### src/rtl/fp_unpack_pipe.sv
// ---------------------------------------------------------------------------
// fp_unpack_pipe
//
// Registered multi-lane FP operand unpacker for the DP datapath front end.
// Each lane's packed half or single operand is split into a sign, an 8-bit
// biased exponent and two SPLIT_W-bit mantissa halves, and is classified as
// normal/subnormal, zero, inf or NaN. The hidden bit sits just above the
// stored fraction in the half that carries the fraction's top bit.
//
// Handshake: a beat transfers on an interface when valid & ready are both 1
// at a rising clk edge. The producer holds valid and data steady until the
// transfer happens. ready never depends on valid in the same cycle.
//
// Storage is an output register (OR) plus one skid register (SK). in_ready
// comes straight from the SK valid flop, so there is no combinational path
// from in_valid or out_ready to in_ready. Latency is one cycle and
// throughput is one beat per clock while out_ready stays high.
//
// Optional feature (compile-time macro FP_UNPACK_SUBNORM_EN):
//   defined   - subnormals keep their fraction with hidden bit 0 and report
//               exponent 8'h01 and class 00.
//   undefined - subnormals flush to zero: exp/high/low 0, class 01, sign kept.
//
// Ports:
//   clk, rst_n     clock, synchronous active-low reset
//   in_valid       input beat valid
//   in_ready       block can accept a beat
//   in_mode        1 = half operands, 0 = single operands
//   in_data        LANES*IN_W packed operands, lane i = in_data[i*32 +: 32]
//   out_valid      output beat valid
//   out_ready      consumer accepts output beat
//   out_mode       in_mode of the beat on the outputs
//   out_sign       per-lane sign
//   out_exp        per-lane biased exponent (8 bits per lane)
//   out_high       per-lane upper mantissa half
//   out_low        per-lane lower mantissa half
//   out_class      per lane: 00 normal/subnormal, 01 zero, 10 inf, 11 NaN
// ---------------------------------------------------------------------------
module fp_unpack_pipe #(
    parameter int LANES   = 8,
    parameter int IN_W    = 32,
    parameter int SPLIT_W = 13
) (
    input  logic                       clk,
    input  logic                       rst_n,
    input  logic                       in_valid,
    output logic                       in_ready,
    input  logic                       in_mode,
    input  logic [LANES*IN_W-1:0]      in_data,
    output logic                       out_valid,
    input  logic                       out_ready,
    output logic                       out_mode,
    output logic [LANES-1:0]           out_sign,
    output logic [LANES*8-1:0]         out_exp,
    output logic [LANES*SPLIT_W-1:0]   out_high,
    output logic [LANES*SPLIT_W-1:0]   out_low,
    output logic [LANES*2-1:0]         out_class
);

    // One unpacked lane: {sign, exp[7:0], high, low, class[1:0]}
    localparam int LW = 2*SPLIT_W + 11;
    // One full beat: {mode, signs, exps, highs, lows, classes}
    localparam int BW = 1 + LANES*LW;

    function automatic logic [LW-1:0] unpack_lane(input logic [IN_W-1:0] d,
                                                  input logic            half);
        logic               s;
        logic [7:0]         e;
        logic [7:0]         e_max;
        logic [9:0]         f_hi;
        logic [12:0]        f_lo;
        logic               h;
        logic               f_nz;
        logic               subn;
        logic [SPLIT_W-1:0] hi;
        logic [SPLIT_W-1:0] lo;
        logic [1:0]         c;

        if (half) begin
            // Upper 16 bits of the lane are don't-care in half mode.
            s     = d[15];
            e     = {3'b000, d[14:10]};
            e_max = 8'h1F;
            f_hi  = '0;
            f_lo  = {3'b000, d[9:0]};
        end else begin
            s     = d[31];
            e     = d[30:23];
            e_max = 8'hFF;
            f_hi  = d[22:13];
            f_lo  = d[12:0];
        end

        h    = (e != 8'h00);
        f_nz = (f_hi != 10'h000) || (f_lo != 13'h0000);
        subn = !h && f_nz;

        // Hidden bit goes directly above the fraction's top bit.
        hi = '0;
        lo = '0;
        if (half) begin
            lo[10:0] = {h, f_lo[9:0]};
        end else begin
            hi[10:0] = {h, f_hi};
            lo[12:0] = f_lo;
        end

        if (!h && !f_nz) begin
            c = 2'b01;
        end else if (e == e_max) begin
            c = f_nz ? 2'b11 : 2'b10;
        end else begin
            c = 2'b00;
        end

`ifdef FP_UNPACK_SUBNORM_EN
        // Subnormal: effective exponent is 1, fraction kept with h = 0.
        if (subn) begin
            e = 8'h01;
        end
`else
        // Flush subnormals to a signed zero.
        if (subn) begin
            hi = '0;
            lo = '0;
            c  = 2'b01;
        end
`endif

        return {s, e, hi, lo, c};
    endfunction

    logic [LW-1:0]            lane_v [LANES];
    logic [LANES-1:0]         u_sign;
    logic [LANES*8-1:0]       u_exp;
    logic [LANES*SPLIT_W-1:0] u_high;
    logic [LANES*SPLIT_W-1:0] u_low;
    logic [LANES*2-1:0]       u_class;
    logic [BW-1:0]            u_beat;

    always_comb begin
        u_sign  = '0;
        u_exp   = '0;
        u_high  = '0;
        u_low   = '0;
        u_class = '0;
        for (int i = 0; i < LANES; i++) begin
            lane_v[i]                   = unpack_lane(in_data[i*IN_W +: IN_W], in_mode);
            u_class[i*2 +: 2]           = lane_v[i][1:0];
            u_low[i*SPLIT_W +: SPLIT_W]  = lane_v[i][2 +: SPLIT_W];
            u_high[i*SPLIT_W +: SPLIT_W] = lane_v[i][SPLIT_W+2 +: SPLIT_W];
            u_exp[i*8 +: 8]             = lane_v[i][2*SPLIT_W+2 +: 8];
            u_sign[i]                   = lane_v[i][2*SPLIT_W+10];
        end
    end

    assign u_beat = {in_mode, u_sign, u_exp, u_high, u_low, u_class};

    // ------------------------------------------------------------------
    // OR + SK storage. sk_valid implies or_valid: SK only fills while OR
    // is held, and SK always moves into OR before OR can empty.
    // ------------------------------------------------------------------
    logic          or_valid;
    logic          sk_valid;
    logic [BW-1:0] or_beat;
    logic [BW-1:0] sk_beat;

    always_ff @(posedge clk) begin
        if (!rst_n) begin
            or_valid <= 1'b0;
            sk_valid <= 1'b0;
            or_beat  <= '0;
            sk_beat  <= '0;
        end else if (sk_valid) begin
            // in_ready is 0 here, so no input can be taken this cycle.
            if (out_ready) begin
                or_beat  <= sk_beat;
                sk_valid <= 1'b0;
            end
        end else if (in_valid) begin
            if (!or_valid || out_ready) begin
                or_beat  <= u_beat;
                or_valid <= 1'b1;
            end else begin
                sk_beat  <= u_beat;
                sk_valid <= 1'b1;
            end
        end else if (out_ready) begin
            or_valid <= 1'b0;
        end
    end

    assign in_ready  = !sk_valid;
    assign out_valid = or_valid;
    assign {out_mode, out_sign, out_exp, out_high, out_low, out_class} = or_beat;

endmodule

### config.mk
export PLATFORM = sky130hd
export DESIGN_NAME = fp_unpack_pipe
export DESIGN_NICKNAME = d
export VERILOG_FILES = /design/src/rtl/fp_unpack_pipe.sv
export SDC_FILE = /design/constraint.sdc
export NUM_CORES = 1
export LEC_CHECK = 0
export ABC_AREA = 1
export ABC_CLOCK_PERIOD_IN_PS = 2140
export BUFFER_PORTS_ARGS = -buffer_cell sky130_fd_sc_hd__buf_2
export CORE_MARGIN = 2
export CORE_UTILIZATION = 55
export CTS_CLUSTER_SIZE = 40
export DETAILED_ROUTE_END_ITERATION = 12
export PLACE_DENSITY_LB_ADDON = 0.05
export SLEW_MARGIN = 10
export SYNTH_ARGS = -nofsm -noshare
export SYNTH_HDL_FRONTEND = slang
export SYNTH_SLANG_ARGS = --single-unit
### constraint.sdc
create_clock -name clk -period 2.14 [get_ports clk]
set_clock_uncertainty 0.05 [all_clocks]
set_input_delay 0.214 -clock clk [delete_from_list [all_inputs] [get_ports clk]]
set_output_delay 0.214 -clock clk [all_outputs]
set_load 0.005 [all_outputs]
==> reports/qor.yml, run 1 <==
grt:
  grt_pass1_vias: 24900
  grt_max_degree: 179
  antenna_found_initial: 10
  grt_util_all_layers_pct: 36.8
  grt_first_pass_wirelength_um: 140000
  grt_remaining_overflow: 0
worst_setup_path:
  r2r-start: "sk_valid"
  critPathRequiredTime_ns: 2.63
  endpoint_kind: "flop"
  critical_path.max_fanout: 40
  crit_chain: "dlygate4sd3_1 -> buf_6 -> buf_12 -> nor2_1 -> nor2_1 -> nand2_1 -> nor2_2 -> nand3_1 -> nand2_4 -> buf_12 -> nand3_1 -> a21oi_1"
  setup.worst_path.start: "in_mode"
  crit_slowest_cell: "dlygate4sd3_1"
  arrival_ns: 2.57
  worst_path_largest_cell_delay_ns: 0.58
  critPathLaunchType: "input port"
  critPathKind: "in2reg"
placed_design:
  hpwl_um: 57900
  dp.cells: 4526
  numPortBuffers: 543
  gp_congestion: 0.932
  placed_area_um2: 28400
clock_network:
  cts.sinks: 564
  clock_latency_ns: 0.62
  cts_buffers: 58
  cts_root_buf: "clkbuf_16"
  path_clk_slew_ns: 0.06
  cts_tree: "yes"
  cts_htree_levels: 2
  ctsLongestPathBuffers: 3
sta:
  hold_viol_final: 0
  setup_viol: 0
  rsz0062_at_grt: "true"
  finalWorstPathRequiredPeriod_ns: 2.08
  post-route-period-util_pct: 97.1
  finalMaxSlewViolations: 0
  timing.fmax_mhz: 481
  holdWs_ns: 0.0147
  slew_headroom_pct: 36.8
  tightest_slew_ns: 0.947
floorplanning:
  pin_count: 560
  die-height_um: 218
  dieArea_um2: 47700
  fp.dieW_um: 218
  fp.coreArea_um2: 45400
  start_util_pct: 55.7
  rows: 78
routing:
  drt_first_pass_iters: 5
  drt.antenna.violating_nets: 0
  wl_um: 92000
  routedWlPerCell_um: 18.9
  drt-vias-per-instance: 5.67
  drt_iter0_markers: 2823
  route.detailed.drc: 0
  vias: 27700
finish:
  fin_area_um2: 32800
  final-seq-area_um2: 11300
  drive_gt1_share_pct: 17.7
  multi_input_area_um2: 11700
  layout.cells.non_filler: 4880
  area_delta_synth_final_pct: 29.7
  fillers: 3827
  finalNetCount: 4488
outcome:
  outcome: "complete, no violations"
worst_hold_path:
  hold_start: "in_data[79]"
  hold_path.class: "in2reg"
logic_synthesis:
  ys_seq_area_share_pct: 44.6
  syn_area_per_cell_um2: 6.99
  synthFlopType: "dfxtp_1"
  ys_warn_count: 0
  synth_seq_cells: 564
  netlist_area_um2: 25300
  synthArstFlopShare_pct: 0
  netlist_instances: 3618
  synth-edff-count: 0
  ys_types: 25
power:
  worst_ir_drop_vdd_mv: 0.781
  p_leak_uw: 0.0156
  powerDensity_nw_per_um2: 792
job:
  cap_violations: 0
[power by group]
part           switching (µW)  internal (µW)  total, µW
combinational            2410           1640       4060
clock                    4290           6100      10400
sequential                359          11200      11600
[cell usage after synthesis (7+ instances only)]
| cell | n | area, µm² |
|---|---|---|
| clkbuf_1 | 210 | 788 |
| dfxtp_1 | 564 | 11300 |
| nand3_1 | 232 | 1160 |
| a31oi_1 | 56 | 350 |
| o21ai_0 | 618 | 3090 |
| a21oi_1 | 667 | 3340 |
| buf_4 | 42 | 315 |
| inv_1 | 209 | 785 |
| buf_1 | 22 | 82.6 |
| nand4_1 | 8 | 50.1 |
| nor2_1 | 289 | 1080 |
| nand2_4 | 7 | 78.8 |
| o21ai_1 | 21 | 105 |
| nand2_1 | 588 | 2210 |
| or2_2 | 7 | 43.8 |
| buf_6 | 18 | 203 |
| buf_2 | 38 | 190 |
| inv_2 | 8 | 30.0 |
[flip-flops by register name, summed over array words and instances, names as in the netlist]
| register | count |
|---|---|
| or_beat | 281 |
| out_valid | 1 |
| sk_valid | 1 |
| sk_beat | 281 |
[logic make-up after synthesis]
family / synth area share (%)
AOI/OAI and AO/OA: 27.5
DFF: 44.6
other: 0.0148
buffers and inverters: 9.54
and+or+nand+nor: 18.3
[metrics by stage]
step                setup WS [ns]  setup TNS (ns)  utilization, %  total power, µW
floorplan                   0.508               0               -            13700
global placement          0.00485               0            62.5            15300
detailed placement         0.0143               0            62.5            15300
CTS                        0.0251               0            72.1            25900
global route              -0.0770          -0.675            72.3            27000
finish                     0.0624               0            72.3            26000
[worst max-delay path, delay by kind of cell]
family | cells | cell delay, ns
AO/OA/AOI/OAI | 1 | 0.17
buffers and inverters | 4 | 1.15
AND/OR/NAND/NOR | 7 | 1.00
[cells in the final DEF, fill, tap and decap left out, types with 8 or more instances in the layout]
cell type / count
inv_2: 9
o21ai_1: 22
conb_1: 16
buf_4: 44
a21oi_1: 667
clkinv_2: 8
clkbuf_8: 20
o21ai_0: 617
clkbuf_16: 61
buf_12: 35
dlygate4sd3_1: 238
nand2_1: 586
a31oi_1: 56
inv_1: 207
buf_2: 541
dfxtp_1: 563
nand4_1: 8
nor2_1: 285
clkbuf_1: 13
nand3_1: 230
diode_2: 9
[metal layers]
metal  up-vias  part of all wire [%]  track usage (%)
met5         -                 0.043                0
met4         6                   4.5             14.9
met3       251                   9.5             8.75
met2      1350                    44             56.5
met1     12700                    41             49.6
li1      13300                     -                -
[worst paths after layout]
kind | to | slack (ns) | depth (start not counted)
hold / removal | sk_beat[148] | 0.01 | 5
setup / recovery | or_beat[220] | 0.06 | 12
hold reg to reg | sk_beat[287] | 0.41 | 2
setup reg to reg | or_beat[254] | 0.09 | 5
[timing repair]
item                                    CTS  global route
gates resized for setup                   0            15
endpoints found under the hold margin   434             0
hold buffers                            238             0
endpoints found under the setup margin    0           166
buffers inserted                          0             3
[area by class of cell]
class                   count  share of cell area, %
clock inverters            10                  0.305
inverters                 219                   2.59
repair buffers            865                   19.1
multi-input cells        2519                   35.6
diodes                      9                 0.0686
flip-flops and latches    564                   34.4
well taps                 600                   2.29
clock buffers              94                   5.64
(Power assumes the default switching activity.)
==> run 2: changes to the inputs <==
CAP_MARGIN = 20   (was unset)
GPL_TIMING_DRIVEN = 1   (was unset)
HOLD_SLACK_MARGIN = 0.08   (was unset)
==> reports/qor.yml, run 2 (synthesis results as in run 1) <==
placed_design:
  gp_congestion: 0.932  # unchanged
  placed_area_um2: 28400  # unchanged
  numPortBuffers: 543  # unchanged
  hpwl_um: 57900  # unchanged
  dp.cells: 4526  # unchanged
grt:
  grt_pass1_vias: 25100  # +1.2%
  grt_remaining_overflow: 0  # unchanged
  grt_util_all_layers_pct: 36.9  # +0.18 points
  grt_first_pass_wirelength_um: 141000  # +0.58%
  grt_max_degree: 179  # unchanged
  antenna_found_initial: 11  # +1
power:
  p_leak_uw: 0.0157  # +0.84%
  worst_ir_drop_vdd_mv: 0.783  # +0.29%
  powerDensity_nw_per_um2: 786  # -0.72%
worst_setup_path:
  critPathRequiredTime_ns: 2.63  # about the same
  endpoint_kind: "flop"
  arrival_ns: 2.57  # about the same
  crit_family: "buffers and inverters"
  worst_path_largest_cell_delay_ns: 0.58  # about the same
  crit_chain: "dlygate4sd3_1 -> buf_6 -> buf_12 -> nor2_1 -> nor2_1 -> nand2_1 -> nor2_2 -> nand3_1 -> nand2_4 -> buf_12 -> nand3_1 -> a21oi_1"
  critPathLaunchType: "input port"
  path_buf_inv: 4  # unchanged
  crit_slowest_cell: "dlygate4sd3_1"
  critPathKind: "in2reg"
  critical_path.max_fanout: 40  # unchanged
routing:
  routedWlPerCell_um: 19.0  # +0.50%
  wl_um: 93000  # +1.1%
  drt-vias-per-instance: 5.70  # +0.57%
  vias: 28000  # +1.1%
  route.detailed.drc: 0  # unchanged
  drt.antenna.violating_nets: 0  # unchanged
  drt_first_pass_iters: 8  # +3
  drt_iter0_markers: 2853  # +1.1%
sta:
  hold_viol_final: 0  # unchanged
  tightest_slew_ns: 0.952  # +0.00489 ns
  post-route-period-util_pct: 97.1  # about the same
  slew_headroom_pct: 36.4  # -0.33 points
  finalWorstPathRequiredPeriod_ns: 2.08  # +0.000158 ns
  setup_viol: 0  # unchanged
  finalMaxSlewViolations: 0  # unchanged
  timing.fmax_mhz: 481  # about the same
outcome:
  outcome: "complete, no violations"
clock_network:
  path_clk_slew_ns: 0.06  # about the same
  cts_htree_levels: 2  # unchanged
  cts_buffers: 58  # unchanged
  clock_latency_ns: 0.62  # about the same
  cts_tree: "yes"
  cts_root_buf: "clkbuf_16"
  cts.sinks: 564  # unchanged
  ctsLongestPathBuffers: 3  # unchanged
finish:
  mostFrequentLayoutCells: "667 x a21oi_1, 617 x o21ai_0, 586 x nand2_1, 563 x dfxtp_1, 541 x buf_2"
  fin_area_um2: 33100  # +0.91%
  layout.cells.non_filler: 4908  # +0.57%
  drive_gt1_share_pct: 17.6  # -0.17 points
  layout_commonest_cell: "a21oi_1"
  fin_util_pct: 73.0  # +0.66 points
  finalNetCount: 4517  # +0.65%
  largestRegisters: "or_beat: 281 flops, sk_beat: 281 flops"
  area_delta_synth_final_pct: 30.9
floorplanning:
  dieArea_um2: 47700  # unchanged
  fp.dieW_um: 218  # unchanged
  start_util_pct: 55.7  # unchanged
  pin_count: 560  # unchanged
  die-height_um: 218  # unchanged
  fp.coreArea_um2: 45400  # unchanged
  rows: 78  # unchanged
job:
  cap_violations: 0  # unchanged
worst_hold_path:
  hold_path.class: "in2reg"
## run 2: worst paths after layout
path,startpoint,to,slack (ns),cells past startpoint
setup / recovery,in_mode,or_beat[115],0.06,12
hold reg to reg,sk_beat[287],sk_beat[287],0.41,2
setup reg to reg,sk_valid,or_beat[120],0.30,8
hold / removal,in_data[25],or_beat[226],0.12,6
## run 2: repair_timing
| item | CTS | global route |
|---|---|---|
| hold buffers | 267 | 0 |
| buffers inserted | 0 | 2 |
| endpoints found under the setup margin | 0 | 164 |
| resized for setup | 0 | 13 |
| hold endpoints to repair | 491 | 0 |
## run 2: layout make-up
class,count,area (µm²)
timing repair buffer,894,6560
clock inverter,10,100
antenna,8,20.0
inverter,219,850
tap,600,751
clock buffer,94,1850
sequential,564,11300
fill,3761,12300
multi-input combinational,2519,11700
## run 2: tightest hold or removal path, delay by kind of cell
family | cells | cell delay [ns]
buffers and inverters | 2 | 0.26
AND/OR/NAND/NOR | 2 | 0.10
AO/OA/AOI/OAI | 2 | 0.16
## run 2: power breakdown
group | internal (µW) | leakage, µW | total (µW) | switching, µW
Clock | 6100 | 0.000970 | 10400 | 4270
Sequential | 11200 | 0.00463 | 11600 | 360
Combinational | 1680 | 0.0101 | 4120 | 2440
Total | 19000 | 0.0157 | 26000 | 7070
## run 2: routing by layer
metal / up-vias / track usage, % / wire length [µm]
met2: 1455 / 57.1 / 41400
met3: 284 / 8.42 / 9140
met1: 12800 / 49.7 / 38200
li1: 13400 / - / -
met5: - / 0 / 24
met4: 4 / 15.1 / 4240
## run 2: stage by stage
stage	setup TNS [ns]	power (µW)	hold WS [ns]	setup WS, ns
finish	0	26000	0.117	0.0622
global route	-0.291	27000	0.120	-0.0644
CTS	0	26000	0.0856	0.0251
detailed placement	0	15300	0.405	0.0143
global placement	0	15300	0.400	0.00485
floorplan	0	13700	0.305	0.508
